$ cat config.mk
export PLATFORM = sky130hd
export DESIGN_NAME = shift_pipe_stage_flat
export DESIGN_NICKNAME = d
export VERILOG_FILES = /design/src/rtl/shift_pkg.sv /design/src/rtl/shift_pipe_stage_if.sv /design/src/rtl/shift_row.sv /design/src/rtl/shift_pipe_stage.sv /design/src/flat_wrapper.sv
export SDC_FILE = /design/constraint.sdc
export NUM_CORES = 1
export LEC_CHECK = 0
export ABC_AREA = 1
export CORE_UTILIZATION = 50
export CTS_BUF_LIST = sky130_fd_sc_hd__clkbuf_4 sky130_fd_sc_hd__clkbuf_8
export DETAILED_ROUTE_END_ITERATION = 12
export GPL_TIMING_DRIVEN = 0
export MAX_ROUTING_LAYER = met4
export PLACE_DENSITY = 0.75
export SLEW_MARGIN = 20
export SYNTH_ARGS = -nofsm -noshare
export SYNTH_HDL_FRONTEND = slang
export SYNTH_SLANG_ARGS = --single-unit
$ cat constraint.sdc
create_clock -name clk -period 1.5 [get_ports clk]
set_input_delay 0.3 -clock clk [delete_from_list [all_inputs] [get_ports clk]]
set_output_delay 0.3 -clock clk [all_outputs]
set_load 0.1 [all_outputs]
$ cat src/rtl/shift_pkg.sv
// Shared definitions for the two-stage shift/rotate pipeline.
//   WIDTH  : datapath width (only 16 is supported)
//   CNT_W  : shift-count width (fixed at 4, i.e. 0..15)
//   OP_*   : shift opcodes carried alongside each entry
package shift_pkg;

  localparam int WIDTH = 16;
  localparam int CNT_W = 4;

  typedef logic [WIDTH-1:0] data_t;
  typedef logic [CNT_W-1:0] cnt_t;
  typedef logic [1:0]       op_t;

  localparam op_t OP_ROL = 2'b00;
  localparam op_t OP_SLL = 2'b01;
  localparam op_t OP_ROR = 2'b10;
  localparam op_t OP_SRL = 2'b11;

endpackage

$ cat src/rtl/shift_pipe_stage_if.sv
// Handshake/data bundle for shift_pipe_stage.
//   in_valid/in_ready   : issue-side handshake (ID/EX boundary)
//   in_op/in_data/in_cnt: opcode, operand and 4-bit shift amount
//   flush               : squash every in-flight entry
//   out_valid/out_ready : result-side handshake (EX/MEM writeback select)
//   out_data/out_op     : result and the opcode tag that travelled with it
// Modports: master = producer/consumer around the unit, slave = the unit.
interface shift_pipe_stage_if;
  import shift_pkg::*;

  logic  in_valid;
  logic  in_ready;
  op_t   in_op;
  data_t in_data;
  cnt_t  in_cnt;
  logic  flush;
  logic  out_valid;
  logic  out_ready;
  data_t out_data;
  op_t   out_op;

  modport master (
    output in_valid, in_op, in_data, in_cnt, flush, out_ready,
    input  in_ready, out_valid, out_data, out_op
  );

  modport slave (
    input  in_valid, in_op, in_data, in_cnt, flush, out_ready,
    output in_ready, out_valid, out_data, out_op
  );

endinterface

$ cat src/rtl/shift_row.sv
// One row of the logarithmic shifter: shifts or rotates by DIST when en=1,
// otherwise passes the operand through.
//   in  : operand
//   op  : OP_ROL / OP_SLL / OP_ROR / OP_SRL
//   en  : this row's count bit
//   out : row result
module shift_row
  import shift_pkg::*;
#(
  parameter int DIST = 1
) (
  input  data_t in,
  input  op_t   op,
  input  logic  en,
  output data_t out
);

  always_comb begin
    // NOTE: out gets a default before any branch so no path leaves it
    // unassigned; otherwise synthesis would infer a latch.
    out = in;
    if (en) begin
      case (op)
        OP_ROL:  out = {in[WIDTH-1-DIST:0], in[WIDTH-1:WIDTH-DIST]};
        OP_SLL:  out = in << DIST;
        OP_ROR:  out = {in[DIST-1:0], in[WIDTH-1:DIST]};
        default: out = in >> DIST;  // OP_SRL
      endcase
    end
  end

endmodule

$ cat src/rtl/shift_pipe_stage.sv
// Two-stage pipelined 16-bit shift/rotate unit.
// Stage 1 applies count bits [1:0] (rows 1 and 2), stage 2 applies count
// bits [3:2] (rows 4 and 8); since every row uses the same op-selected
// function, the two stages compose into a single shift by the full count.
//   clk : rising-edge clock
//   rst : synchronous, active-high reset (beats flush and handshakes)
//   bus : shift_pipe_stage_if.slave (issue/result handshakes and flush)
module shift_pipe_stage
  import shift_pkg::*;
(
  input logic               clk,
  input logic               rst,
  shift_pipe_stage_if.slave bus
);

  logic       s1_valid;
  op_t        s1_op;
  logic [1:0] s1_cnt_hi;
  data_t      s1_data;

  logic  s2_valid;
  op_t   s2_op;
  data_t s2_data;

  logic  adv1;
  logic  adv2;
  data_t row1_out;
  data_t data1;
  data_t row4_out;
  data_t data2;

  // A stage may load when it is empty or its contents move on this edge.
  // in_ready therefore depends combinationally on out_ready; there is no
  // skid buffer to break that path.
  assign adv2         = !s2_valid || bus.out_ready;
  assign adv1         = !s1_valid || adv2;
  assign bus.in_ready = adv1;

  // Stage 1 rows: distances 1 and 2.
  shift_row #(.DIST(1)) u_row1 (
    .in (bus.in_data),
    .op (bus.in_op),
    .en (bus.in_cnt[0]),
    .out(row1_out)
  );

  shift_row #(.DIST(2)) u_row2 (
    .in (row1_out),
    .op (bus.in_op),
    .en (bus.in_cnt[1]),
    .out(data1)
  );

  // Stage 2 rows: distances 4 and 8, driven by the registered count bits.
  shift_row #(.DIST(4)) u_row4 (
    .in (s1_data),
    .op (s1_op),
    .en (s1_cnt_hi[0]),
    .out(row4_out)
  );

  shift_row #(.DIST(8)) u_row8 (
    .in (row4_out),
    .op (s1_op),
    .en (s1_cnt_hi[1]),
    .out(data2)
  );

  always_ff @(posedge clk) begin
    // NOTE: state registers use non-blocking assignments so every register
    // samples pre-edge values, independent of statement order.
    if (rst) begin
      s1_valid  <= 1'b0;
      s1_op     <= OP_ROL;
      s1_cnt_hi <= 2'b00;
      s1_data   <= '0;
      s2_valid  <= 1'b0;
      s2_op     <= OP_ROL;
      s2_data   <= '0;
    end else begin
      if (adv1) begin
        s1_valid  <= bus.in_valid;
        s1_op     <= bus.in_op;
        s1_cnt_hi <= bus.in_cnt[3:2];
        s1_data   <= data1;
      end
      if (adv2) begin
        s2_valid <= s1_valid;
        s2_op    <= s1_op;
        s2_data  <= data2;
      end
      // Flush overrides the valid updates above; data registers may load
      // but are never observed without a valid bit.
      if (bus.flush) begin
        s1_valid <= 1'b0;
        s2_valid <= 1'b0;
      end
    end
  end

  assign bus.out_valid = s2_valid;
  assign bus.out_data  = s2_data;
  assign bus.out_op    = s2_op;

endmodule

$ cat src/flat_wrapper.sv
// flat-port wrapper written by rule: the top's interface ports become plain ports
module shift_pipe_stage_flat import shift_pkg::*;
  (clk, rst, bus_in_valid, bus_in_op, bus_in_data, bus_in_cnt, bus_flush, bus_out_ready, bus_in_ready, bus_out_valid, bus_out_data, bus_out_op);
  shift_pipe_stage_if bus_i ();
  input logic clk;
  input logic rst;
  input wire logic [$bits(bus_i.in_valid)-1:0] bus_in_valid;
  input wire logic [$bits(bus_i.in_op)-1:0] bus_in_op;
  input wire logic [$bits(bus_i.in_data)-1:0] bus_in_data;
  input wire logic [$bits(bus_i.in_cnt)-1:0] bus_in_cnt;
  input wire logic [$bits(bus_i.flush)-1:0] bus_flush;
  input wire logic [$bits(bus_i.out_ready)-1:0] bus_out_ready;
  output wire logic [$bits(bus_i.in_ready)-1:0] bus_in_ready;
  output wire logic [$bits(bus_i.out_valid)-1:0] bus_out_valid;
  output wire logic [$bits(bus_i.out_data)-1:0] bus_out_data;
  output wire logic [$bits(bus_i.out_op)-1:0] bus_out_op;
  assign bus_i.in_valid = bus_in_valid;
  assign bus_i.in_op = bus_in_op;
  assign bus_i.in_data = bus_in_data;
  assign bus_i.in_cnt = bus_in_cnt;
  assign bus_i.flush = bus_flush;
  assign bus_i.out_ready = bus_out_ready;
  assign bus_in_ready = bus_i.in_ready;
  assign bus_out_valid = bus_i.out_valid;
  assign bus_out_data = bus_i.out_data;
  assign bus_out_op = bus_i.out_op;
  shift_pipe_stage u_core (.clk(clk), .rst(rst), .bus(bus_i));
endmodule
---- After elaboration in Yosys (flattened, before gate mapping) ----
Cells that the tools add are included.
word-level totals
  word-level logic and storage cells ...... 27
  bits in latches ......................... 0
  bits of input ports ..................... 27
  memory bits (read-only) ................. 0
  RAM bits ................................ 0
  output and inout bits ................... 20
  memories ................................ 0
  flip-flop bits (word level) ............. 40
cells by class
  equal/unequal tests ..................... 4
  add/sub/neg operators ................... 0
  bitwise logic cells ..................... 0
  reductions and logical operators ........ 8
  shift operators ......................... 0
  muxes and demuxes ....................... 8
  multiply operators ...................... 0
  div/mod/pow operators ................... 0
  $lt $le $gt $ge ......................... 0
operators with widths
  cell                number
  $pmux 16 s3         3
  $mux 16             4
  $pmux 16 s2         1
  $eq 2x1->1 const B  2
  $eq 2x2->1 const B  2
  $logic_not 2->1     2
  $reduce_or 2->1     2
  $logic_not 1->1     2
  $logic_or 1x1->1    2

---- Logic depth before layout (Yosys ltp) ----
  depth after elaboration ................. 5
  gate-level depth with buffers ........... 9
  depth with buffers taken out ............ 8

---- Cells and area by module ----
Synthesis repeated with hierarchy kept, for this count alone.
unflattened totals
  cell total of the unflattened synthesis .. 574
  area, all modules ....................... 3114.2 sq um
by module, submodules not included
  module                     seq. area each (sq um)  instances  area an instance (sq um)  cells each
  shift_pipe_stage           800.8                   1          1542.7                    214
  shift_row (u_core.u_row1)  0.0                     1          485.5                     107
  shift_row (u_core.u_row4)  0.0                     1          379.1                     86
  shift_row (u_core.u_row2)  0.0                     1          357.8                     80
  shift_row (u_core.u_row8)  0.0                     1          349.1                     87

---- Worst setup path after synthesis ----
OpenSTA, ideal clock, no wires.
  path kind ............................... register -> register
  from .................................... register u_core.s2_valid (netlist: u_core.bus.out_valid)
  to ...................................... register u_core.s1_data[14]
  path buffers ............................ 1
  data arrival time ....................... 1.985 ns
  slack ................................... -0.603 ns
  stages on the path, launching flop included .. 7
  library setup time ...................... 0.118 ns
  required time ........................... 1.382 ns
  clock period less this slack ............ 2.103 ns
  path through ............................ dfxtp_1 -> inv_1 -> nor2_4 -> nand2_1 -> buf_2 -> o21ai_0 -> nor2_1
on the way
  word-level cells in the longest chain between the ends .. 3
ends and longest elaborated chain
  item                    RTL line                source
  start, declared         shift_pipe_stage.sv:21  logic s2_valid;
  start signal, assigned  shift_pipe_stage.sv:88  s2_valid <= s1_valid;
  $logic_not 1->1         shift_pipe_stage.sv:35  assign adv2 = !s2_valid || bus.out_ready;
  $logic_or 1x1->1        shift_pipe_stage.sv:35
  $logic_or 1x1->1        shift_pipe_stage.sv:36  assign adv1 = !s1_valid || adv2;
  net bus_in_ready        flat_wrapper.sv:13      output wire logic [$bits(bus_i.in_ready)-1:0] bus_in_ready;
  end signal, assigned    shift_pipe_stage.sv:85  s1_data <= data1;
  end, declared           shift_pipe_stage.sv:19  data_t s1_data;
The timed path passes the listed nets, and every way through them passes these cells.
A chain may end at the register's enable or synchronous reset.

---- Worst setup path in the final report ----
  from .................................... register u_core.s2_valid (netlist: u_core.bus.out_valid)
  to ...................................... output port bus_in_ready
on the way
  word-level cells in the longest chain between the ends .. 3
ends and longest elaborated chain
  item              RTL line
  $logic_not 1->1   shift_pipe_stage.sv:35
  $logic_or 1x1->1  shift_pipe_stage.sv:35
  $logic_or 1x1->1  shift_pipe_stage.sv:36
  end, declared     flat_wrapper.sv:13
No other way between the ends.

==> key figures <==
Yosys
  – Synth Area in XOR/XNOR: 0%
  – Synth Area per Inst: about 6.2 um2
  – Synth top area share: between 20% and 30%
  – Syn Inst Count: between 400 and 500
  – Area contributors post-synth: dfxtp_1 (28%), nand2_1 (15%), nand3_1 (15%)
  – Area of the mapped netlist: slightly below 3000 um2
  – Netlist cell types: 27
  – Post-Synth Adder-Cell Area: 0%
  – Fraction of the mapped netlist area in simple logic gates: a little under two fifths
  – Ys Warns: 0
  – Seq cells post-synth: 40
  – Synth area leader: dfxtp_1
  – Register area share after synthesis: 27.7%
  – Post-synthesis mux area share: 0%
  – Mapped Nets: approximately 500
  – Compound-Gate Fraction of Synth Area: 20.7%
  – Largest family of logic cells by synthesized area: simple AND/OR/NAND/NOR gates

Worst setup path
  – Critical path peak fanout: 4
  – Family with the most delay on the worst path: flip-flops
  – Critical path buffers and inverters: 3
  – Worst EP required: between 1 and 1.5 ns
  – Kind of critical path: flop to primary output
  – Crit path DAT: 1.19 ns
  – CP Cell Sequence: inv_2, nor2_4, nand2_2, buf_8, buf_12
  – CP peak stage delay: 0.35 ns
  – CP endpoint kind: primary output
  – Slowest library cell on the worst path: dfxtp_4
  – Setup crit start kind: flop

Detailed routing
  – DR DRC count: 0
  – Pre-antenna DRT Iters: 4
  – Vias/cell: 5.39
  – Post-DR wirelength/cell: between 10 and 15 um
  – Antenna Nets Post-Route: 0
  – Via Count: 3262
  – Final wirelength: between 8000 and 9000 um
  – DR iter-0 viols: around 240

Die
  – Cell Rows: 27
  – Starting Density: about 52%
  – Die area: 6090 um2
  – Die X: about 80 um
  – I/O pin total: between 40 and 50
  – Die Span Y: ~80 um
  – Core Area: 5540 um2

Clock tree
  – Root Driver: clkbuf_8
  – CTS tree: yes
  – CTS buffer count: 5
  – Worst-Skew Late Latency: roughly 0.30 ns
  – Clock Tree Buf Depth: 2
  – Clock-pin slew on the worst setup and hold paths: about 0.080 ns
  – CTS hold repair buffers: 0
  – CTS H-tree depth: 2
  – Clock tree sinks: 40

Timing
  – Hold slack: between 0.4 and 0.5 ns
  – Fin. max-slew vios: 0
  – Tightest Pin Transition: about 0.51 ns
  – Final period utilization: between 90 and 100%
  – Fmax achieved: 0.670 GHz
  – Setup repair after global routing missed its margin: yes
  – Skew final: ~0.011 ns
  – Finish-stage setup viols: 0
  – Slew HR: roughly 66%
  – Fin Setup TNS: 0 ns
  – Final Hold Fails: 0
  – Period minus WS final: 1.49 ns

GRT
  – Total GRT Usage: between 20% and 30%
  – Pin count of the biggest net entering global routing: 14
  – Vias in the first global route: about 3.0k
  – Antenna violations before repair: 0
  – GRT overflow: 0
  – First-pass GRT wire length: around 14000 um

Power and ir drop
  – Max VDD drop: between 500 and 600 uV
  – Comb power frac: between 30% and 40%
  – Power density cells: 880 nW/um2
  – Internal: ~2000 uW
  – Part of the power in registers: between 30% and 40%
  – Clk pwr share: 29.6%
  – Psw: about 1200 uW
  – Sw Share: a little under two fifths
  – Power Total: around 3200 uW
  – Static Leak: 0.00180 uW

Placement
  – IO Port Bufs: between 40 and 50
  – Gpl congestion: around 0.91
  – Dpl hpwl: 6540 um

Finish
  – P&R area growth vs syn: 24.5%
  – # diodes: 0
  – Layout cell share with drive strength beyond 1: 18.2%
  – Final net count: between 500 and 600

Worst hold path
  – Worst hold path type: input port to flop

Run
  – MaxCap Viol Count: 0

Run status
  – Status: completed
[final cells by class]
class,count,area (um2)
Fill cell,577,1940
Multi-Input combinational cell,343,1680
Sequential cell,40,805
Timing Repair Buffer,55,469
Buffer,30,225
Inverter,57,216
Tap cell,72,90.1
Clock buffer,6,82.6
Clock inverter,2,38.8
[layout by cell type, fill, tap and decap left out]
cell and instances:
a21oi_1 34, a21oi_2 5, a31oi_1 7, buf_1 1, buf_12 2, buf_2 21
buf_4 12, buf_6 7, buf_8 1, bufinv_16 1, clkbuf_1 4, clkbuf_2 5
clkbuf_4 1, clkbuf_8 6, clkdlybuf4s18_2 5, clkdlybuf4s50_1 23, clkinv_4 1, dfxtp_1 39
dfxtp_4 1, dlygate4sd2_1 1, dlymetal6s2s_1 2, inv_1 50, inv_2 6, inv_4 1
nand2_1 118, nand2_2 2, nand2_4 1, nand3_1 89, nand3_2 2, nor2_1 11
nor2_2 1, nor2_4 1, o211ai_1 8, o211ai_2 4, o21ai_0 43, o21ai_1 4
or2_1 2, or2_2 11
[synth_stat cells]
cell type / count
a31oi_1: 7
inv_4: 1
a21oi_1: 35
or2_2: 11
nand2_2: 1
buf_1: 1
buf_4: 4
nand2_4: 1
nor2_4: 1
buf_12: 1
a21oi_2: 4
nand3_1: 89
nand3_2: 2
dfxtp_1: 40
buf_6: 7
o211ai_2: 4
nand2_1: 119
o21ai_0: 43
buf_2: 8
inv_2: 5
or2_1: 2
inv_1: 51
nor2_2: 1
o21ai_1: 4
o211ai_1: 8
clkbuf_1: 9
nor2_1: 11
[routing by layer]
layer  vias up  track usage (%)  wire length, um
li1       1674                -                -
met4         0             13.3              280
met5         -                -                0
met3        23             4.88              309
met2       109             52.5             4280
met1      1456             32.3             3540
[sequential cells by signal (all words and copies together) (netlist names)]
register,cells
u_core.s1_valid,1
u_core.bus.out_data,16
u_core.s1_op,2
u_core.bus.out_op,2
u_core.bus.out_valid,1
u_core.s1_cnt_hi,2
u_core.s1_data,16
[power groups by stage]
stage                     Sequential [uW]  Clock [uW]  Combinational (uW)
after floorplan                      1490           0                 482
after global placement               1220           0                1040
after detailed placement             1220           0                1040
after CTS                            1200         950                1040
after global routing                 1210         996                1120
final                                1200         939                1030
[final timing paths]
path	start	endpoint	slack, ns	depth (start not counted)
max reg2reg	u_core.bus.out_valid	u_core.s1_data[13]	0.09	8
min	bus_out_ready	u_core.bus.out_valid	0.44	4
min reg2reg	u_core.bus.out_op[0]	u_core.bus.out_op[0]	0.51	2
max	u_core.bus.out_valid	bus_in_ready	0.007	5
[worst min-delay path, stage by stage]
cell and delay (ns):
dlygate4sd2_1 0.23, nor2_4 0.06, nor2_1 0.08, nor2_1 0.04
[kinds of logic after synthesis]
kind of cell | Yosys count
flip-flops | 40
buffers and inverters | 87
AO/OA/AOI/OAI | 105
AND/OR/NAND/NOR | 238
[metrics by stage]
step                area, um2  setup WS, ns  util, %  cells
floorplan                2900        0.0288        -    470
global placement         3450         -1.09     62.3    588
detailed placement       3450         -1.10     62.3    588
CTS                      3600       -0.0920     65.1    596
global route             3600       -0.0322     65.0    605
finish                   3600       0.00713     65.0    605
[timing repair]
item,4_1_cts,5_1_grt
buffers inserted,0,8
gates resized for setup,74,44
cloned,0,1
setup endpoints to repair,20,44
pin swaps,1,2
Note: power is estimated with default switching activity, not from simulation.
